`config.mk`:
```
export PLATFORM = sky130hd
export DESIGN_NAME = serial_addsub
export DESIGN_NICKNAME = d
export VERILOG_FILES = /design/src/rtl/serial_addsub.sv
export SDC_FILE = /design/constraint.sdc
export NUM_CORES = 1
export LEC_CHECK = 0
export ABC_CLOCK_PERIOD_IN_PS = 1900
export BUFFER_PORTS_ARGS = -buffer_cell sky130_fd_sc_hd__buf_2
export CAP_MARGIN = 20
export CORE_AREA = 2 2 64 60
export CTS_CLUSTER_DIAMETER = 60
export DETAILED_ROUTE_END_ITERATION = 10
export DIE_AREA = 0 0 66 62
export PLACE_DENSITY = 0.79
export SLEW_MARGIN = 25
export SYNTH_ARGS = -nofsm -noshare
export SYNTH_HDL_FRONTEND = slang
export SYNTH_SLANG_ARGS = --single-unit
```
`constraint.sdc`:
```
create_clock -name clk -period 1.9 [get_ports clk]
set_clock_uncertainty 0.05 [all_clocks]
set_input_delay 0.38 -clock clk [delete_from_list [all_inputs] [get_ports clk]]
set_output_delay 0.38 -clock clk [all_outputs]
set_load 0.02 [all_outputs]
```
`src/rtl/serial_addsub.sv`:
```
// serial_addsub -- digit-serial adder/subtractor.
//
// Adds or subtracts two WIDTH-bit operands DIGIT bits per clock, LSB slice
// first, and reports the result with carry/borrow and signed overflow.
// Subtraction reuses the adder: b is inverted at acceptance and the slice
// carry is preloaded with 1, giving a + ~b + 1.
//
// Parameters
//   WIDTH  operand / result width in bits (>= 2)
//   DIGIT  bits processed per cycle; WIDTH must be a multiple of DIGIT
//
// Ports
//   clk     rising-edge clock
//   rst_n   synchronous active-low reset
//   start   operation request, only sampled while idle
//   mode    0 = a + b, 1 = a - b (sampled with start)
//   a, b    operands (sampled with start)
//   busy    high while an operation is running or completing
//   done    one-cycle pulse: result, cout and ovf are valid
//   result  sum / difference modulo 2^WIDTH, held until the next start
//   cout    add: carry out of MSB; subtract: borrow (a < b unsigned)
//   ovf     two's-complement signed overflow
module serial_addsub #(
  parameter int WIDTH = 8,
  parameter int DIGIT = 1
) (
  input  logic             clk,
  input  logic             rst_n,
  input  logic             start,
  input  logic             mode,
  input  logic [WIDTH-1:0] a,
  input  logic [WIDTH-1:0] b,
  output logic             busy,
  output logic             done,
  output logic [WIDTH-1:0] result,
  output logic             cout,
  output logic             ovf
);

  localparam int N  = WIDTH / DIGIT;
  localparam int CW = $clog2(N + 1);
  localparam logic [CW-1:0] LAST = CW'(N - 1);

  typedef enum logic [1:0] {
    IDLE = 2'd0,
    RUN  = 2'd1,
    DONE = 2'd2
  } state_t;

  state_t            state_r;
  logic [WIDTH-1:0]  a_r;      // shifts right one slice per RUN cycle
  logic [WIDTH-1:0]  b_r;      // already inverted for subtract
  logic              mode_r;
  logic [CW-1:0]     cnt_r;    // index of the slice being processed
  logic              carry_r;  // carry into the current slice

  logic [DIGIT+1:0]  slice_s;  // {carry out, carry into slice MSB, sum}
  logic [DIGIT-1:0]  sum_s;
  logic              cmsb_s;
  logic              cout_s;

  // Ripple add of one slice; also exposes the carry entering the slice's top
  // bit so signed overflow can be formed on the final slice.
  function automatic logic [DIGIT+1:0] slice_add(
    input logic [DIGIT-1:0] x,
    input logic [DIGIT-1:0] y,
    input logic             cin
  );
    logic             c;
    logic             c_msb;
    logic [DIGIT-1:0] s;
    c     = cin;
    c_msb = cin;
    s     = {DIGIT{1'b0}};
    for (int i = 0; i < DIGIT; i++) begin
      c_msb = c;
      s[i]  = x[i] ^ y[i] ^ c;
      c     = (x[i] & y[i]) | (x[i] & c) | (y[i] & c);
    end
    return {c, c_msb, s};
  endfunction

  // Slice datapath: the lowest DIGIT bits of the shifting operand registers.
  always_comb begin
    slice_s = slice_add(a_r[DIGIT-1:0], b_r[DIGIT-1:0], carry_r);
  end

  assign sum_s  = slice_s[DIGIT-1:0];
  assign cmsb_s = slice_s[DIGIT];
  assign cout_s = slice_s[DIGIT+1];

  // Control FSM with all state and outputs registered.
  always_ff @(posedge clk) begin
    if (!rst_n) begin
      state_r <= IDLE;
      a_r     <= {WIDTH{1'b0}};
      b_r     <= {WIDTH{1'b0}};
      mode_r  <= 1'b0;
      cnt_r   <= {CW{1'b0}};
      carry_r <= 1'b0;
      busy    <= 1'b0;
      done    <= 1'b0;
      result  <= {WIDTH{1'b0}};
      cout    <= 1'b0;
      ovf     <= 1'b0;
    end else begin
      case (state_r)
        IDLE: begin
          done <= 1'b0;
          if (start) begin
            a_r     <= a;
            b_r     <= mode ? ~b : b;
            mode_r  <= mode;
            cnt_r   <= {CW{1'b0}};
            carry_r <= mode;   // the +1 of a + ~b + 1
            busy    <= 1'b1;
            state_r <= RUN;
          end else begin
            busy    <= 1'b0;
          end
        end
        RUN: begin
          a_r     <= a_r >> DIGIT;
          b_r     <= b_r >> DIGIT;
          carry_r <= cout_s;
          // New slice enters at the top; after N slices slice 0 sits at the LSB.
          result  <= (result >> DIGIT) | (WIDTH'(sum_s) << (WIDTH - DIGIT));
          if (cnt_r == LAST) begin
            state_r <= DONE;
            done    <= 1'b1;
            // In subtract mode a carry out means "no borrow".
            cout    <= cout_s ^ mode_r;
            ovf     <= cout_s ^ cmsb_s;
          end else begin
            cnt_r   <= cnt_r + CW'(1);
          end
        end
        DONE: begin
          done    <= 1'b0;
          busy    <= 1'b0;
          state_r <= IDLE;
        end
        default: begin
          done    <= 1'b0;
          busy    <= 1'b0;
          state_r <= IDLE;
        end
      endcase
    end
  end

endmodule

```
==> results of run 1 <==
[registers in the layout (all words and copies together) (netlist names)]
signal / count
result: 8
busy: 1
mode_r: 1
ovf: 1
done: 1
cnt_r: 4
b_r: 8
a_r: 8
cout: 1
state_r: 2
carry_r: 1
[power by group]
| part | internal [uW] | leakage (uW) | total [uW] | switching, uW |
|---|---|---|---|---|
| Combinational | 92.9 | 0.000422 | 197 | 104 |
| Clock | 388 | 0.0000541 | 671 | 282 |
| Sequential | 793 | 0.000295 | 820 | 26.8 |
| Total | 1270 | 0.000771 | 1690 | 413 |
[cell type report]
| class | instances | area (sq um) | area share [%] |
|---|---|---|---|
| clock buffer | 5 | 68.8 | 3.60 |
| clock inverter | 3 | 42.5 | 2.23 |
| inverter | 4 | 15.0 | 0.786 |
| multi-input combinational | 125 | 812 | 42.5 |
| sequential | 36 | 721 | 37.7 |
| tap | 46 | 57.6 | 3.01 |
| timing repair buffer | 36 | 193 | 10.1 |
[cell usage in the layout, fill, tap and decap left out, drive strengths merged]
cell	n
inv	3
or4	1
o31ai	1
o221a	7
bufinv	1
xor2	8
buf	36
ha	1
nand3	4
o221ai	1
or3b	1
mux2i	3
dfxtp	36
nor3b	1
nand2	27
nor2b	2
a221oi	1
o21bai	1
clkinv	2
a31oi	1
nand2b	1
nand3b	1
a22oi	8
clkinvlp	1
nor2	10
and4bb	1
xnor2	2
a211oi	4
clkbuf	5
fa	1
a21oi	15
and3b	1
o21a	1
and2	1
o21ai	9
nor3	3
a2bb2oi	7
[metrics by stage]
stage,instances,worst slack [ns]
after floorplan,177,0.444
after global placement,247,0.393
after detailed placement,247,0.383
after CTS,255,0.363
after global routing,255,0.207
final,255,0.357
[cells by family after synthesis]
| family | Yosys count | share of synthesized area, % |
|---|---|---|
| buffers and inverters | 16 | 6.13 |
| flip-flops | 36 | 44.1 |
| XOR/XNOR | 10 | 5.36 |
| multiplexers | 3 | 1.84 |
| AO/OA/AOI/OAI | 56 | 24.8 |
| AND/OR/NAND/NOR | 54 | 15.8 |
| adder cells (fa/ha/maj) | 2 | 1.99 |
[per-layer routing]
metal | wire [um] | up-vias | GRT usage, %
met2 | 1390 | 30 | 24.5
met3 | 153 | 6 | 4.86
met5 | 0 | - | 0
met1 | 1510 | 639 | 21.5
li1 | - | 698 | -
met4 | 60 | 0 | 6.12
[final timing paths]
kind	startpoint	endpoint	cells past startpoint	slack, ns
worst max register to register	cnt_r[0]	cnt_r[3]	4	0.36
worst max-delay path	cnt_r[0]	cnt_r[3]	4	0.36
worst min-delay path	b[6]	b_r[6]	4	0.33
worst min register to register	result[0]	result[0]	2	0.40
[tightest hold or removal path, stage by stage]
cell and delay, ns:
buf_2 0.08, xor2_1 0.05, nand2_1 0.05, o21ai_0 0.06
==> run metrics, run 1 <==
run status=finished clean; hold buffers post-CTS=0; routability congestion estimate from global placement=0.830; wire length of the first global-routing pass=4.98 mm; DR vias=1373; CTS-repair resized insts=0; Synth top area share=44.1%; Synth warnings=0; total iterations of the first detailed-routing run=4; Antenna Nets Post-Route=0; highest attainable clock frequency=648 MHz; count of flip-flops with a built-in enable after synthesis=0; buffers inserted during post-CTS setup optimization=0; Port Buffer Count=31; static leakage=0.000771 uW; final wirelength=3.11 mm; placed cell areas=0.00180 sq mm; final standard cell utilization of the core=54.2%; crit start category=flop; DP Wirelength=2.14 mm; Post-Synthesis Cell Area=0.00163 sq mm; average size of a mapped cell=9.22 sq um; element type at the critical path end=flop; slew at the pin with the worst max-slew slack=0.425 ns; number of clock sinks=36; WP data arrival=1.72 ns; remaining max-slew budget at the tightest pin=71.6%; design area=0.00191 sq mm; insertion delay to the later sink of the worst-skew pair=0.29 ns; number of antenna violations at the first check in global routing=0; crit-path cells=ha_1 > and3b_4 > or4_1 > a31oi_1; I/O pin total=32; combined buffer and inverter count along the critical path=0; CP max stage delay=0.47 ns; pwr dens=884 mW/mm^2; Die ar.=0.00409 sq mm; post-synthesis net count=199; Starting DRT DRC Count=54; Worst Hold Class=input port to flop; area delta synth->final=16.9%; slowest CP cell=or4_1; cell type with the largest total area after synthesis=dfxtp_1; largest fanout of any net on the critical path=5; Top Family by Delay on Critical Path=simple AND/OR/NAND/NOR gates; largest net degree at the start of global routing=22; Synth cell types=38; fill cell instance count of the final layout=339; number of register bits inferred by synthesis=36; final setup violation count=0; Core Rows=21; CTS Buffer Depth=2; total grt overflow=0; max-slew violation count=0; dominant cells by area after synthesis=dfxtp_1 (44%), nand2_1 (6.2%), o221a_2 (4.8%); initial core utilization=46.4%; share of post-route cells with drive strength above 1=27.3%; ant diodes=0; Clock Root Buffer=clkbuf_8; aggregate global-route resource usage=16.0%; core footprint=0.00352 sq mm; sequential area share after synthesis=44.1%; vias in the first global route=1112; Synth Instances=177; share of the clock period used by the worst path after layout=81.2%; Vias/cell=5.38; Setup Crit Path Kind=flop to flop; total power after layout=1690 uW; number of buffers inserted during clock tree synthesis=5; async set or reset register ratio after synthesis=0%; Die Width=66 um; Period minus WS final=1.54 ns; DRC viols=0; Most used DFF post-synth=dfxtp_1; setup repair after global routing missed its margin=no; max-capacitance violation count=0; clk slew on worst S/H paths=0.07 ns; height of the die=62 um; total negative slack=0 ns; Peak VDD IR=0.000530 V; CTS tree=done; number of nets at the end of the flow=230; Routed WL per cell=12.2 um; most frequently used cell type in the post-synthesis netlist=dfxtp_1; top post-synthesis cells by count=dfxtp_1 (36), nand2_1 (27), a21oi_1 (14), nor2_1 (10), o21ai_0 (9); H-Tree Level Count=2; data required time at the worst endpoint=2.07 ns; number of hold violations in the final report=0; Hold Slack=0.332 ns
Note: power is estimated with default switching activity, not from simulation.
==> inputs of run 2 (changes only) <==
- ABC_CLOCK_PERIOD_IN_PS: 1900 -> 1400
- CORE_AREA: 2 2 64 60 -> 2 2 65 61
- DIE_AREA: 0 0 66 62 -> 0 0 67 63
- clock period: 1.9 -> 1.4 ns (I/O delays scaled with it)
==> run metrics, run 2 (same netlist as run 1, synthesis figures left out) <==
element type at the critical path end=flop (unchanged); largest fanout of any net on the critical path=3 (was 5); data required time at the worst endpoint=1.57 ns (was 2.07 ns); Hold Slack=0.246 ns (was 0.332 ns); Setup Crit Path Kind=flop to flop (unchanged); Reg2Reg Launch Point=cnt_r[0] (unchanged); DR vias=1442 (was 1373); DRC viols=0 (unchanged); CTS tree=done (unchanged); slew at the pin with the worst max-slew slack=0.264 ns (was 0.425 ns); aggregate global-route resource usage=18.6% (was 16.0%); number of nets at the end of the flow=243 (was 230); end of the worst register-to-register path=cnt_r[3] (unchanged); wire length of the first global-routing pass=6.07 mm (was 4.98 mm); height of the die=63 um (was 62 um); I/O pin total=32 (unchanged); final setup margin=0.0178 ns (was 0.357 ns); run status=finished clean (unchanged); DP Wirelength=2.51 mm (was 2.14 mm); hold buffers post-CTS=0 (unchanged); number of antenna violations at the first check in global routing=0 (unchanged); largest registers ranked by flip-flop count=a_r: 8 flops, b_r: 8 flops, result: 8 flops (unchanged); routability congestion estimate from global placement=0.742 (was 0.830); static leakage=0.000834 uW (was 0.000771 uW); setup repair after global routing missed its margin=yes (was no); Port Buffer Count=31 (unchanged); clk slew on worst S/H paths=0.07 ns (about the same); insertion delay to the later sink of the worst-skew pair=0.29 ns (about the same); Worst Hold Class=input port to flop (unchanged); Die ar.=0.00422 sq mm (was 0.00409 sq mm); pwr dens=1100 mW/mm^2 (was 884 mW/mm^2); Worst R2R Path Depth=4 (unchanged); Antenna Nets Post-Route=0 (unchanged); max-capacitance violation count=0 (unchanged); design area=0.00202 sq mm (was 0.00191 sq mm); highest attainable clock frequency=724 MHz (was 648 MHz); Vias/cell=5.40 (was 5.38); CTS Buffer Depth=2 (unchanged); total iterations of the first detailed-routing run=4 (unchanged); area delta synth->final=23.9% (was 16.9%); share of post-route cells with drive strength above 1=33.5% (was 27.3%); Clock Root Buffer=clkbuf_8 (unchanged); largest net degree at the start of global routing=22 (unchanged); top library cells by usage in the layout, fill and taps aside=dfxtp_1 (33), buf_2 (31), nand2_1 (27) (was dfxtp_1 (36), buf_2 (31), nand2_1 (27)); worst setup path endpoint=cnt_r[3] (unchanged); vias in the first global route=1394 (was 1112); H-Tree Level Count=2 (unchanged); total grt overflow=0 (unchanged); Peak VDD IR=0.000642 V (was 0.000530 V); number of hold violations in the final report=0 (unchanged); number of clock sinks=36 (unchanged); crit start category=flop (unchanged); number of buffers inserted during clock tree synthesis=5 (unchanged); Period minus WS final=1.38 ns (was 1.54 ns); Routed WL per cell=13.4 um (was 12.2 um); share of the clock period used by the worst path after layout=98.7% (was 81.2%); placed cell areas=0.00190 sq mm (was 0.00180 sq mm); ant diodes=0 (unchanged); worst reg2reg setup slack=0.02 ns (was 0.36 ns); critical path startpoint=cnt_r[0] (unchanged); final wirelength=3.58 mm (was 3.11 mm); WP data arrival=1.55 ns (was 1.72 ns); initial core utilization=45.7% (was 46.4%); remaining max-slew budget at the tightest pin=82.3% (was 71.6%); Die Width=67 um (was 66 um); final setup violation count=0 (unchanged); total power after layout=2220 uW (was 1690 uW); max-slew violation count=0 (unchanged); pre-CTS WS=0.00105 ns (was 0.383 ns); Starting DRT DRC Count=77 (was 54); Core Rows=21 (unchanged); core footprint=0.00357 sq mm (was 0.00352 sq mm); most common cell after layout, fill and taps aside=dfxtp_1 (unchanged)
run 2: cell count changes in the layout (fill, tap and decap cells not counted), sizes merged:
cell,before,now
clkinv,2,1
clkbuf,5,7
buf,36,49
bufinv,1,0
clkinvlp,1,0
run 2: report_power, final:
part | internal [uW] | switching (uW)
registers | 1080 | 40.1
clock network | 438 | 352
logic | 155 | 154
run 2: cell type report:
type / count / area (sq um)
clock buffers: 7 / 96.3
well taps: 46 / 57.6
inverters: 4 / 15.0
fillers: 335 / 1550
repair buffers: 49 / 303
multi-input cells: 125 / 827
flip-flops and latches: 36 / 724
run 2: critical path, stage by stage, from the launching register on:
cell     delay (ns)
dfxtp_2        0.34
ha_4           0.15
and3b_4        0.17
or4_1          0.46
a31oi_1        0.14
run 2: stage by stage:
| stage | TNS [ns] | cells | util (%) |
|---|---|---|---|
| finish | 0 | 267 | 56.6 |
| global route | -0.0407 | 267 | 56.6 |
| CTS | -0.00378 | 267 | 56.5 |
| detailed placement | 0 | 259 | 53.3 |
| global placement | 0 | 259 | 53.3 |
| floorplan | 0 | 177 | - |
run 2: how the worst min path moves through the flow:
stage / start / to / slack (ns) / cells past startpoint
after floorplan: rst_n / carry_r / 0.37 / 2
after global placement: result[0] / result[0] / 0.39 / 2
after detailed placement: result[0] / result[0] / 0.40 / 2
after CTS: b[0] / b_r[0] / 0.25 / 4
after global routing: b[0] / b_r[0] / 0.27 / 4
final: b[0] / b_r[0] / 0.25 / 4
run 2: timing repair:
action                     in CTS  in global routing
pin swaps                       1                  1
setup endpoints to repair       1                  4
gates resized for setup         3                  2
setup buffers                   1                  0
run 2: per-layer routing:
metal | GRT usage, % | wire length [um] | up-vias
li1 | - | - | 719
met1 | 22.9 | 1540 | 683
met2 | 30.6 | 1800 | 32
met3 | 4.32 | 175 | 8
met4 | 7.91 | 63 | 0
met5 | 0 | 0 | -
==> inputs of run 3 (changes only) <==
- ABC_CLOCK_PERIOD_IN_PS: 1400 -> 1300
- CORE_AREA: 2 2 65 61 -> 2 2 81 75
- DIE_AREA: 0 0 67 63 -> 0 0 83 77
- MAX_ROUTING_LAYER: unset -> met4
- PLACE_DENSITY: 0.79 -> 0.56
- clock period: 1.4 -> 1.3 ns (I/O delays scaled with it)
==> run metrics, run 3 (same netlist as run 1, synthesis figures left out) <==
final wirelength=3.61 mm (was 3.58 mm); most common cell after layout, fill and taps aside=dfxtp_1 (unchanged); setup repair after global routing missed its margin=yes (unchanged); combined buffer and inverter count along the critical path=0 (unchanged); initial core utilization=29.4% (was 45.7%); routability congestion estimate from global placement=0.802 (was 0.742); I/O pin total=32 (unchanged); pre-CTS WS=-0.0246 ns (was 0.00105 ns); run status=finished, violations left (was finished clean); number of nets at the end of the flow=245 (was 243); share of the clock period used by the worst path after layout=101% (was 98.7%); crit-path cells=ha_4 > and3b_4 > or4_1 > a31oi_1 (unchanged); power share of the combinational group=14.4% (was 13.9%); clk slew on worst S/H paths=0.07 ns (about the same); number of hold violations in the final report=0 (unchanged); slew at the pin with the worst max-slew slack=0.220 ns (was 0.264 ns); Worst Hold Class=input port to flop (unchanged); H-Tree Level Count=2 (unchanged); Top Family by Delay on Critical Path=simple AND/OR/NAND/NOR gates (unchanged); total placed cells including tap cells=286 (was 259); crit start category=flop (unchanged); core footprint=0.00556 sq mm (was 0.00357 sq mm); largest registers ranked by flip-flop count=a_r: 8 flops, b_r: 8 flops, result: 8 flops (unchanged); number of gates on the worst path with buffers counted=4 (unchanged); WP data arrival=1.48 ns (was 1.55 ns); Clock Root Buffer=clkbuf_8 (unchanged); Worst R2R Path Depth=4 (unchanged); max-slew violation count=0 (unchanged); vias in the first global route=1334 (was 1394); hold buffers post-CTS=0 (unchanged); aggregate global-route resource usage=12.5% (was 18.6%); insertion delay to the later sink of the worst-skew pair=0.29 ns (about the same); total grt overflow=0 (unchanged); CP max stage delay=0.39 ns (was 0.46 ns); violated checks=setup timing; clock network fraction of design power=34.9% (was 35.7%); height of the die=77 um (was 63 um); DP Wirelength=2.57 mm (was 2.51 mm); Die Width=83 um (was 67 um); number of antenna violations at the first check in global routing=0 (unchanged); final setup violation count=1 (was 0); total iterations of the first detailed-routing run=6 (was 4); highest attainable clock frequency=761 MHz (was 724 MHz); largest fanout of any net on the critical path=4 (was 3); wire length of the first global-routing pass=6.26 mm (was 6.07 mm); data required time at the worst endpoint=1.47 ns (was 1.57 ns); DRC viols=0 (unchanged); Antenna Nets Post-Route=0 (unchanged); top library cells by usage in the layout, fill and taps aside=dfxtp_1 (32), buf_2 (31), nand2_1 (27) (was dfxtp_1 (33), buf_2 (31), nand2_1 (27)); share of post-route cells with drive strength above 1=34.4% (was 33.5%); Peak VDD IR=0.000375 V (was 0.000642 V); remaining max-slew budget at the tightest pin=85.3% (was 82.3%); buffers inserted during post-CTS setup optimization=0 (was 1); final standard cell count with taps included and fillers excluded=294 (was 267); sw frac=25.4% (was 24.6%); Internal Power=1770 uW (was 1670 uW); number of buffers inserted during clock tree synthesis=5 (unchanged); Port Buffer Count=31 (unchanged); Core Rows=26 (was 21); switching pwr=601 uW (was 546 uW); pwr dens=1140 mW/mm^2 (was 1100 mW/mm^2); DR vias=1420 (was 1442); area delta synth->final=27.5% (was 23.9%); Vias/cell=4.83 (was 5.40); Setup Crit Path Kind=flop to flop (unchanged); sequential power share=50.7% (was 50.4%); Starting DRT DRC Count=91 (was 77); CTS tree=done (unchanged); CTS Buffer Depth=2 (unchanged); Routed WL per cell=12.3 um (was 13.4 um); static leakage=0.000843 uW (was 0.000834 uW); max-capacitance violation count=0 (unchanged); number of cells on the worst hold path=2 (was 4); number of clock sinks=36 (unchanged); Die ar.=0.00639 sq mm (was 0.00422 sq mm); slowest CP cell=or4_1 (unchanged); largest net degree at the start of global routing=27 (was 22); element type at the critical path end=flop (unchanged); final setup margin=-0.0138 ns (was 0.0178 ns); Period minus WS final=1.31 ns (was 1.38 ns); ant diodes=0 (unchanged)
## run 3: cell types whose count changed in the layout (fill, tap and decap cells not counted)
cell and delta:
dfxtp_1 -1, clkbuf_8 -1, buf_4 -1, clkbuf_1 +2, buf_6 +3, a211oi_2 +1, dfxtp_4 +1, a211oi_1 -1
## run 3: routing by layer
metal | wire length (um) | share of wire, % | global-route usage [%]
met2 | 1570 | 43 | 17.6
met5 | 0 | 0 | -
met4 | 63 | 1.7 | 4.92
met1 | 1800 | 50 | 16.1
met3 | 177 | 4.9 | 4.63
## run 3: area by class of cell
type,count,area [sq um]
clock buffers,8,90.1
fillers,574,3480
inverters,4,15.0
multi-input cells,125,832
flip-flops and latches,36,728
well taps,70,87.6
repair buffers,51,329
## run 3: power by group through the flow
| stage | combinational [uW] | sequential (uW) | clock (uW) |
|---|---|---|---|
| 4_1_cts | 342 | 1200 | 860 |
| 2_1_floorplan | 218 | 1220 | 0 |
| 6_report | 342 | 1200 | 827 |
| 3_3_place_gp | 338 | 1220 | 0 |
| 5_1_grt | 382 | 1210 | 906 |
| 3_5_place_dp | 340 | 1220 | 0 |
## run 3: worst reg2reg max path, stage by stage (launching register included)
cell and delay [ns]:
dfxtp_2 0.35, ha_4 0.16, and3b_4 0.17, or4_1 0.39, a31oi_1 0.13
## run 3: final timing paths
path                   from         end  slack (ns)
setup / recovery   cnt_r[0]    cnt_r[3]       -0.01
hold / removal        rst_n  state_r[0]        0.21
setup reg to reg   cnt_r[0]    cnt_r[3]       -0.01
hold reg to reg   result[3]   result[3]        0.41
## run 3: repair_timing
action	CTS	global route
pin swaps	0	2
endpoints found under the setup margin	3	21
resized for setup	1	7
cloned	0	0
## run 3: metrics by stage
step / util [%] / power (uW) / setup TNS [ns] / hold slack, ns / cell area, sq um
after floorplan: - / 1440 / 0 / 0.348 / 1650
after global placement: 35.4 / 1560 / 0 / 0.391 / 1970
after detailed placement: 35.4 / 1560 / -0.0364 / 0.408 / 1970
after CTS: 37.0 / 2400 / -0.0174 / 0.207 / 2060
after global routing: 37.4 / 2500 / -0.112 / 0.211 / 2080
final: 37.4 / 2370 / -0.0138 / 0.211 / 2080
